File: src/rtl/debug_unit_pkg.sv
// debug_unit_pkg: shared types and constants for the debug memory dump path.
package debug_unit_pkg;

    typedef enum logic [2:0] {
        ST_IDLE,
        ST_SET_ADDR,
        ST_WAIT_MEM,
        ST_CAPTURE,
        ST_SEND,
        ST_NEXT,
        ST_END_MARK,
        ST_DONE
    } state_t;

    localparam logic [7:0]  END_MARK_BYTE = 8'hFF;
    localparam int unsigned FRAME_BYTES   = 6;
    localparam int unsigned FRAME_W       = 8 * FRAME_BYTES;
    localparam int unsigned BYTE_CNT_W    = 3;

    // One dump frame: word index then data word, both MSB first on the wire.
    typedef struct packed {
        logic [15:0] idx;
        logic [31:0] data;
    } frame_t;

endpackage

File: src/rtl/frame_serializer.sv
// frame_serializer: loads a 48-bit frame and shifts it out MSB-first as bytes
// under a valid/ready handshake; flags the cycle the last byte is accepted.
module frame_serializer
    import debug_unit_pkg::*;
(
    input  logic                  clk,
    input  logic                  rst,
    input  logic                  load,
    input  frame_t                frame,
    input  logic [BYTE_CNT_W-1:0] nbytes,
    input  logic                  tx_ready,
    output logic [7:0]            tx_data,
    output logic                  tx_valid,
    output logic                  last_c
);

    logic [FRAME_W-1:0]    shreg;
    logic [BYTE_CNT_W-1:0] remaining;

    assign tx_data = shreg[FRAME_W-1 -: 8];
    assign last_c  = tx_valid && tx_ready && (remaining == BYTE_CNT_W'(1));

    // Shift register and byte counter; data only moves on an accepted byte.
    always_ff @(posedge clk) begin
        if (rst) begin
            shreg     <= '0;
            remaining <= '0;
            tx_valid  <= 1'b0;
        end else if (load) begin
            shreg     <= frame;
            remaining <= nbytes;
            tx_valid  <= (nbytes != '0);
        end else if (tx_valid && tx_ready) begin
            shreg     <= {shreg[FRAME_W-9:0], 8'h00};
            remaining <= remaining - BYTE_CNT_W'(1);
            tx_valid  <= (remaining != BYTE_CNT_W'(1));
        end
    end

endmodule

File: src/rtl/debug_mem_reader.sv
// debug_mem_reader: sweeps the data memory through its debug port and streams
// each word as a 6-byte frame (index, data) followed by an FF FF end marker.
// Optional build macro DEBUG_MEM_SKIP_CLEAN_EN: only dirty words are emitted.
module debug_mem_reader
    import debug_unit_pkg::*;
#(
    parameter int unsigned CANT_BITS_ADDR      = 12,
    parameter int unsigned CANT_BITS_REGISTROS = 32,
    parameter int unsigned RAM_DEPTH           = 1024
)
(
    input  logic                           i_clock,
    input  logic                           i_soft_reset,
    input  logic                           i_start,
    output logic                           o_control_address_mem,
    output logic                           o_control_write_read_mem,
    output logic                           o_enable_mem_datos,
    output logic [CANT_BITS_ADDR-1:0]      o_address_debug_unit,
    input  logic [CANT_BITS_REGISTROS-1:0] i_dato_mem_to_debug_unit,
    input  logic                           i_bit_sucio_to_debug_unit,
    output logic [7:0]                     o_tx_data,
    output logic                           o_tx_valid,
    input  logic                           i_tx_ready,
    output logic                           o_busy,
    output logic                           o_done
);

    localparam int unsigned IDX_W = CANT_BITS_ADDR - 2;

    state_t                state, state_next;
    logic [IDX_W-1:0]      word_idx, word_idx_next;
    logic                  ser_load_c;
    frame_t                ser_frame_c;
    logic [BYTE_CNT_W-1:0] ser_nbytes_c;
    logic                  last_c;
    logic                  emit_c;

`ifdef DEBUG_MEM_SKIP_CLEAN_EN
    assign emit_c = i_bit_sucio_to_debug_unit;
`else
    logic unused_dirty;
    assign unused_dirty = i_bit_sucio_to_debug_unit;
    assign emit_c       = 1'b1;
`endif

    // The dump path never writes memory.
    assign o_control_write_read_mem = 1'b0;

    // Next-state, word index and serializer load decode.
    always_comb begin
        state_next    = state;
        word_idx_next = word_idx;
        ser_load_c    = 1'b0;
        ser_frame_c   = '0;
        ser_nbytes_c  = '0;
        case (state)
            ST_IDLE: begin
                if (i_start) begin
                    state_next    = ST_SET_ADDR;
                    word_idx_next = '0;
                end
            end
            ST_SET_ADDR: state_next = ST_WAIT_MEM;
            ST_WAIT_MEM: state_next = ST_CAPTURE;
            ST_CAPTURE: begin
                if (emit_c) begin
                    state_next       = ST_SEND;
                    ser_load_c       = 1'b1;
                    ser_frame_c.idx  = 16'(word_idx);
                    ser_frame_c.data = 32'(i_dato_mem_to_debug_unit);
                    ser_nbytes_c     = BYTE_CNT_W'(FRAME_BYTES);
                end else begin
                    state_next = ST_NEXT;
                end
            end
            ST_SEND: begin
                if (last_c) state_next = ST_NEXT;
            end
            ST_NEXT: begin
                if (word_idx == IDX_W'(RAM_DEPTH - 1)) begin
                    state_next      = ST_END_MARK;
                    word_idx_next   = '0;
                    ser_load_c      = 1'b1;
                    ser_frame_c.idx = {END_MARK_BYTE, END_MARK_BYTE};
                    ser_nbytes_c    = BYTE_CNT_W'(2);
                end else begin
                    state_next    = ST_SET_ADDR;
                    word_idx_next = word_idx + IDX_W'(1);
                end
            end
            ST_END_MARK: begin
                if (last_c) state_next = ST_DONE;
            end
            ST_DONE: state_next = ST_IDLE;
            default: state_next = ST_IDLE;
        endcase
    end

    // State and word index registers.
    always_ff @(posedge i_clock) begin
        if (i_soft_reset) begin
            state    <= ST_IDLE;
            word_idx <= '0;
        end else begin
            state    <= state_next;
            word_idx <= word_idx_next;
        end
    end

    // Registered outputs decoded from the upcoming state so they align with it.
    always_ff @(posedge i_clock) begin
        if (i_soft_reset) begin
            o_address_debug_unit  <= '0;
            o_busy                <= 1'b0;
            o_done                <= 1'b0;
            o_control_address_mem <= 1'b0;
            o_enable_mem_datos    <= 1'b0;
        end else begin
            if (state_next == ST_SET_ADDR) begin
                o_address_debug_unit <= {word_idx_next, 2'b00};
            end
            o_busy                <= (state_next != ST_IDLE) && (state_next != ST_DONE);
            o_done                <= (state_next == ST_DONE);
            o_control_address_mem <= (state_next != ST_IDLE) && (state_next != ST_DONE);
            o_enable_mem_datos    <= (state_next != ST_IDLE) && (state_next != ST_DONE);
        end
    end

    frame_serializer u_serializer (
        .clk      (i_clock),
        .rst      (i_soft_reset),
        .load     (ser_load_c),
        .frame    (ser_frame_c),
        .nbytes   (ser_nbytes_c),
        .tx_ready (i_tx_ready),
        .tx_data  (o_tx_data),
        .tx_valid (o_tx_valid),
        .last_c   (last_c)
    );

endmodule

File: config.mk
export PLATFORM = sky130hd
export DESIGN_NAME = debug_mem_reader
export DESIGN_NICKNAME = d
export VERILOG_FILES = /design/src/rtl/debug_unit_pkg.sv /design/src/rtl/frame_serializer.sv /design/src/rtl/debug_mem_reader.sv
export SDC_FILE = /design/constraint.sdc
export NUM_CORES = 1
export LEC_CHECK = 0
export ABC_AREA = 1
export CELL_PAD_IN_SITES_DETAIL_PLACEMENT = 0
export CELL_PAD_IN_SITES_GLOBAL_PLACEMENT = 1
export CORE_ASPECT_RATIO = 0.75
export CORE_MARGIN = 2
export CORE_UTILIZATION = 40
export DETAILED_ROUTE_END_ITERATION = 10
export GPL_TIMING_DRIVEN = 0
export PLACE_DENSITY_LB_ADDON = 0.1
export SLEW_MARGIN = 20
export SYNTH_ARGS = -nofsm -noshare
export SYNTH_HDL_FRONTEND = slang
export SYNTH_SLANG_ARGS = --single-unit
File: constraint.sdc
create_clock -name i_clock -period 4.35 [get_ports i_clock]
set_input_delay 0.435 -clock i_clock [delete_from_list [all_inputs] [get_ports i_clock]]
set_output_delay 0.435 -clock i_clock [all_outputs]
set_load 0.02 [all_outputs]
After elaboration in Yosys (flattened, before gate mapping):

Index checks and enable logic that the tools add are counted.

* reductions and logical operators: 7
* muxes and demuxes: 21
* add/subtract/negate cells: 2
* equal/unequal tests: 13

Operators by type and width (count)
* two-way mux 48 bit: 2
* two-way mux 32 bit: 1
* case mux 16 bit (2 select lines): 1
* case mux 3 bit (8 select lines): 1
* two-way mux 10 bit: 2
* case mux 10 bit (2 select lines): 1
* two-way mux 3 bit: 6
* two-way mux 16 bit: 1
* equality test 3 bit (second input constant): 5
* adder 10 x 1 -> 10 bit (second input constant): 1
* equality test 10 bit (second input constant): 1
* equality test 3 x 1 -> 1 bit (second input constant): 3
* equality test 3 x 2 -> 1 bit (second input constant): 2
* case mux 3 bit (2 select lines): 1
* nonzero test 3 bit: 2
* logical AND 1 bit: 3
* logical NOT 3 bit: 1
* two-way mux 1 bit: 3
* != test 3 x 1 -> 1 bit (second input constant): 1
* != test 3 bit (second input constant): 1
* subtractor 3 x 1 -> 3 bit (second input constant): 1
* two-way mux 2 bit: 1
* case mux 1 bit (2 select lines): 1
* nonzero test 2 bit: 1

* bits in registers: 77
* word-level logic and storage cells: 51
* output and inout bits: 26
* input bits: 37

Longest topological paths before layout:

* word-level depth: 6
* depth in mapped cells: 11
* gate-level depth less buffers: 11

Cells and area by module:

A second synthesis with hierarchy kept.

* cells, all modules: 683
* area total of the unflattened synthesis: 4468.0 um2

By module, submodules not included
* frame_serializer: instances 1, area an instance 2690.1 um2, cells each 388, sequential area each 1041.0 um2
* debug_mem_reader: instances 1, area an instance 1778.0 um2, cells each 295, sequential area each 500.5 um2

Least setup slack after synthesis:

OpenSTA, ideal clock, no wires.

* kind: flip-flop to flip-flop
* start point: register word_idx[0]
* end point: register u_serializer.shreg[40]
* arrival: 1605 ps
* slack: 2678 ps
* clock period less this slack: 1672 ps
* stages on the path, launching flop included: 12
* path buffers: 2
* library setup time: 67 ps
* required time: 4283 ps
* path through: dfxtp_1 -> ha_1 -> nand2_2 -> nor2_4 -> nand4_4 -> nand2_4 -> inv_4 -> nand2_4 -> buf_8 -> buf_12 -> o211ai_2 -> a21oi_2

* word-level cells in the longest chain between the ends: 4
* elaborated cells on any way between the ends: 7
* classes of those cells: 1 x eq/ne; 5 x mux; 1 x reduce/logical

Ends and longest elaborated chain
* start: declaration: line debug_mem_reader.sv:31 `logic [IDX_W-1:0] word_idx, word_idx_next;`
* start signal: assignment: line debug_mem_reader.sv:106 `word_idx <= word_idx_next;`
* equality test 10 bit (*): line debug_mem_reader.sv:80 `if (word_idx == IDX_W'(RAM_DEPTH - 1)) begin`
* two-way mux 16 bit / two-way mux 1 bit (equally long branches): line debug_mem_reader.sv:80
* case mux 16 bit (2 select lines) / case mux 1 bit (2 select lines) (equally long branches): line debug_mem_reader.sv:56 `case (state)`
* two-way mux 48 bit / nonzero test 2 bit (equally long branches)
* end signal: assignment: line frame_serializer.sv:30 `shreg <= frame;`
* end signal: assignment: line frame_serializer.sv:34 `shreg <= {shreg[FRAME_W-9:0], 8'h00};`
* end: declaration: line frame_serializer.sv:17 `logic [FRAME_W-1:0] shreg;`

Mark *: on every way between the ends. The rest lies on a longest branch, timed or not.
A chain may end at the register's enable or synchronous reset.

Final worst setup path:

* start point: register word_idx[0]
* end point: register u_serializer.shreg[11]

* word-level cells in the longest chain between the ends: 4
* elaborated cells on any way between the ends: 5
* classes of those cells: 1 x eq/ne; 3 x mux; 1 x reduce/logical

Ends and longest elaborated chain (line)
* equality test 10 bit (*): debug_mem_reader.sv:80
* two-way mux 1 bit (*): debug_mem_reader.sv:80
* case mux 1 bit (2 select lines) (*): debug_mem_reader.sv:56
* two-way mux 48 bit / nonzero test 2 bit (equally long branches)

Marks and branches as above.

==> impl_metrics.csv <==
group,metric,value,unit
status,outcome,"completed",
drt,vias_per_cell,5.05,
clock_tree,path_clk_slew,0.06,ns
layout,mostFrequentLayoutCell,"nand2_1",
worst_setup_path,cp_num_buf_inv,2,
yosys,synth-simple-area-share,19.0,%
yosys,synth_top_area_cell,"dfxtp_1",
worst_setup_path,cp_slowest_cell,"dfxtp_1",
grt,overflow,0,
worst_setup_path,critPathKind,"flop to flop",
yosys,muxShareOfSynthArea,0,%
power_and_ir_drop,swShare,27.9,%
clock_tree,postCtsHoldBufs,0,
floorplan,ios,63,
worst_setup_path,path_cells,"ha_1 -> nand2_2 -> nor2_4 -> nand4_4 -> nand2_4 -> inv_4 -> clkbuf_1 -> a21oi_1 -> nor2_1",
worst_setup_path,crit_family,"simple AND/OR/NAND/NOR gates",
yosys,synth.top_cell.area_share,45.0,%
power_and_ir_drop,p_sw,0.476,mW
yosys,synth_xor_area_share,0.512,%
timing,layout_setup_ws,2.13,ns
worst_setup_path,start_kind,"flop",
min_path,worstHoldPathCells,2,
clock_tree,cts_root_buf,"clkbuf_16",
clock_tree,cts_tree,"built",
clock_tree,cts.repair.resized,0,
grt,grt_max_degree,16,
timing,fmax,450,MHz
yosys,seq_area_frac_synth,45.0,%
clock_tree,postCtsSetupBuffers,0,
power_and_ir_drop,internal_power,1.23,mW
yosys,synth_top_family_by_area,"compound AO/OA/AOI/OAI gates",
yosys,synthDistinctLibCells,33,
power_and_ir_drop,ir_worst_vdd,181,uV
grt,grt_use_total,20.4,%
grt,antenna_found_initial,0,
yosys,synth_compound_area_share,23.6,%
worst_setup_path,required,4.57,ns
clock_tree,clock_latency,0.33,ns
drt,avgRoutedWirePerCell,14.4,um
layout,nFillCells,827,
place,gp_congestion,0.861,
layout,fin_nets,575,
timing,finalCriticalPeriod,2.22,ns
yosys,synth_area,3420,sq um
place,dpl.hpwl,6780,um
drt,via_count,3272,
grt,grt_pass1_vias,3037,
timing,tightest_slew,0.645,ns
layout,drive_above_1_share,9.63,%
worst_setup_path,crit_cells,9,
drt,drtIter0Drc,190,
layout,utilization,52.8,%
layout,final_cell_mix,"nand2_1 (109), a21oi_1 (77), dfxtp_1 (77)",
yosys,postSynthAreaPerCell,7.38,sq um
timing,hold_viol_final,0,
floorplan,initial_core_util,40.8,%
yosys,yosysWarnings,0,
layout,diodes,0,
floorplan,die_area,9320,sq um
worst_setup_path,cp_data_arrival_time,2.44,ns
timing,finalSetupViolCount,0,
timing,finalCritPeriodShare,51.0,%
clock_tree,clock-sinks,77,
worst_setup_path,crit_path_max_incr_delay,0.51,ns
worst_setup_path,reg2reg_depth,9,
clock_tree,ctsLongestPathBuffers,2,
power_and_ir_drop,p_leak,1.68,nW
floorplan,dieWidth,111,um
grt,grt_first_pass_wirelength,15300,um
floorplan,fp.dieH,84.1,um
power_and_ir_drop,power_frac_clock,41.7,%
timing,slew_viol_final,0,
min_path,hold_class,"flop to flop",
clock_tree,cts_inserted_buffers,9,
worst_setup_path,critPathCaptureType,"flop",
layout,syn_to_final_growth,29.4,%
timing,grt_setup_unrepaired,"no",
timing,relSlewSlack,57.0,%
yosys,synth_adder_area_share,1.10,%
yosys,ys_top_cells_by_area,"dfxtp_1 (45%), nand2_1 (12%), a21oi_1 (11%)",
floorplan,coreArea,8380,sq um
clock_tree,htree_levels,3,
yosys,ys_seq_elements,77,
yosys,synth_cells,464,
power_and_ir_drop,combPwrFrac,13.4,%
drt,drcViolationCount,0,
job,maxCapViolCount,0,
power_and_ir_drop,power_density,385,nW/um^2
worst_setup_path,crit_fanout,10,
drt,firstDrtPassIters,4,
place,port-buffer-count,58,
timing,final.setup.tns,0,ns
timing,clock_skew,0.00716,ns
drt,ant_nets,0,
power_and_ir_drop,share_seq_of_total_power,44.8,%
place,pre_cts_ws,2.14,ns
drt,routed_wl,9330,um
floorplan,rows,29,
## area by class of cell
type | instances | area (sq um) | area share (%)
Inverter | 36 | 138 | 3.11
Sequential cell | 77 | 1540 | 34.8
Tap cell | 108 | 135 | 3.05
Buffer | 38 | 225 | 5.08
Clock inverter | 7 | 57.6 | 1.30
Timing Repair Buffer | 58 | 581 | 13.1
Clock buffer | 9 | 225 | 5.08
Multi-Input combinational cell | 315 | 1530 | 34.5
## through the flow
| step | cell area [sq um] | power [mW] | hold WS, ns | instances |
|---|---|---|---|---|
| finish | 4430 | 1.70 | 0.459 | 648 |
| global placement | 4150 | 1.01 | 0.448 | 632 |
| detailed placement | 4150 | 1.01 | 0.453 | 632 |
| CTS | 4430 | 1.72 | 0.462 | 648 |
| floorplan | 3430 | 0.913 | 0.437 | 466 |
| global route | 4430 | 1.78 | 0.472 | 648 |
## worst paths after layout
| check | from | end | slack (ns) |
|---|---|---|---|
| setup / recovery | word_idx[0] | u_serializer.shreg[11] | 2.13 |
| hold / removal | o_address_debug_unit[7] | o_address_debug_unit[7] | 0.46 |
| setup reg to reg | word_idx[0] | u_serializer.shreg[11] | 2.13 |
| hold reg to reg | o_address_debug_unit[7] | o_address_debug_unit[7] | 0.46 |
## per-layer routing
| metal | routed length [um] | part of all wire [%] | vias to the layer above | global-route usage, % |
|---|---|---|---|---|
| met5 | 0 | 0 | - | 0 |
| met4 | 93 | 1.0 | 0 | 5.45 |
| met3 | 476 | 5.1 | 10 | 4.79 |
| met2 | 3750 | 40 | 82 | 29.2 |
| met1 | 5010 | 54 | 1516 | 30.7 |
| li1 | - | - | 1664 | - |
## flip-flops by register name, indices dropped and copies added (netlist names)
name	cells
u_serializer.shreg	48
o_address_debug_unit	10
word_idx	10
state	3
u_serializer.remaining	3
o_busy	1
o_done	1
u_serializer.tx_valid	1
## cells in the mapped netlist, drive strengths merged
cell type and number:
a211oi 1, a21oi 78, a31oi 8, buf 21, clkbuf 17, conb 1
dfxtp 77, ha 3, inv 36, nand2 113, nand3 11, nand4 4
nor2 22, o211ai 3, o21ai 66, or2 1, xor2 2
## cell families (layout without fill, tap and decap cells)
family          after synthesis  after routing
buf+inv                      74            148
xor+xnor                      2              2
fa+ha+maj                     3              3
other cells                   1              3
flops                        77             77
simple gates                151            151
compound gates              156            156
## power groups by stage
stage | logic [mW] | clock network [mW] | registers (mW)
floorplan | 0.138 | 0 | 0.775
global placement | 0.227 | 0 | 0.779
global route | 0.254 | 0.757 | 0.768
detailed placement | 0.227 | 0 | 0.779
CTS | 0.229 | 0.728 | 0.764
finish | 0.229 | 0.712 | 0.764
## tightest hold or removal path, stage by stage (launching register included)
cell     delay, ns
dfxtp_1       0.31
nand2_1       0.06
a21oi_1       0.05
No activity file was read; power rests on OpenSTA's default activity.
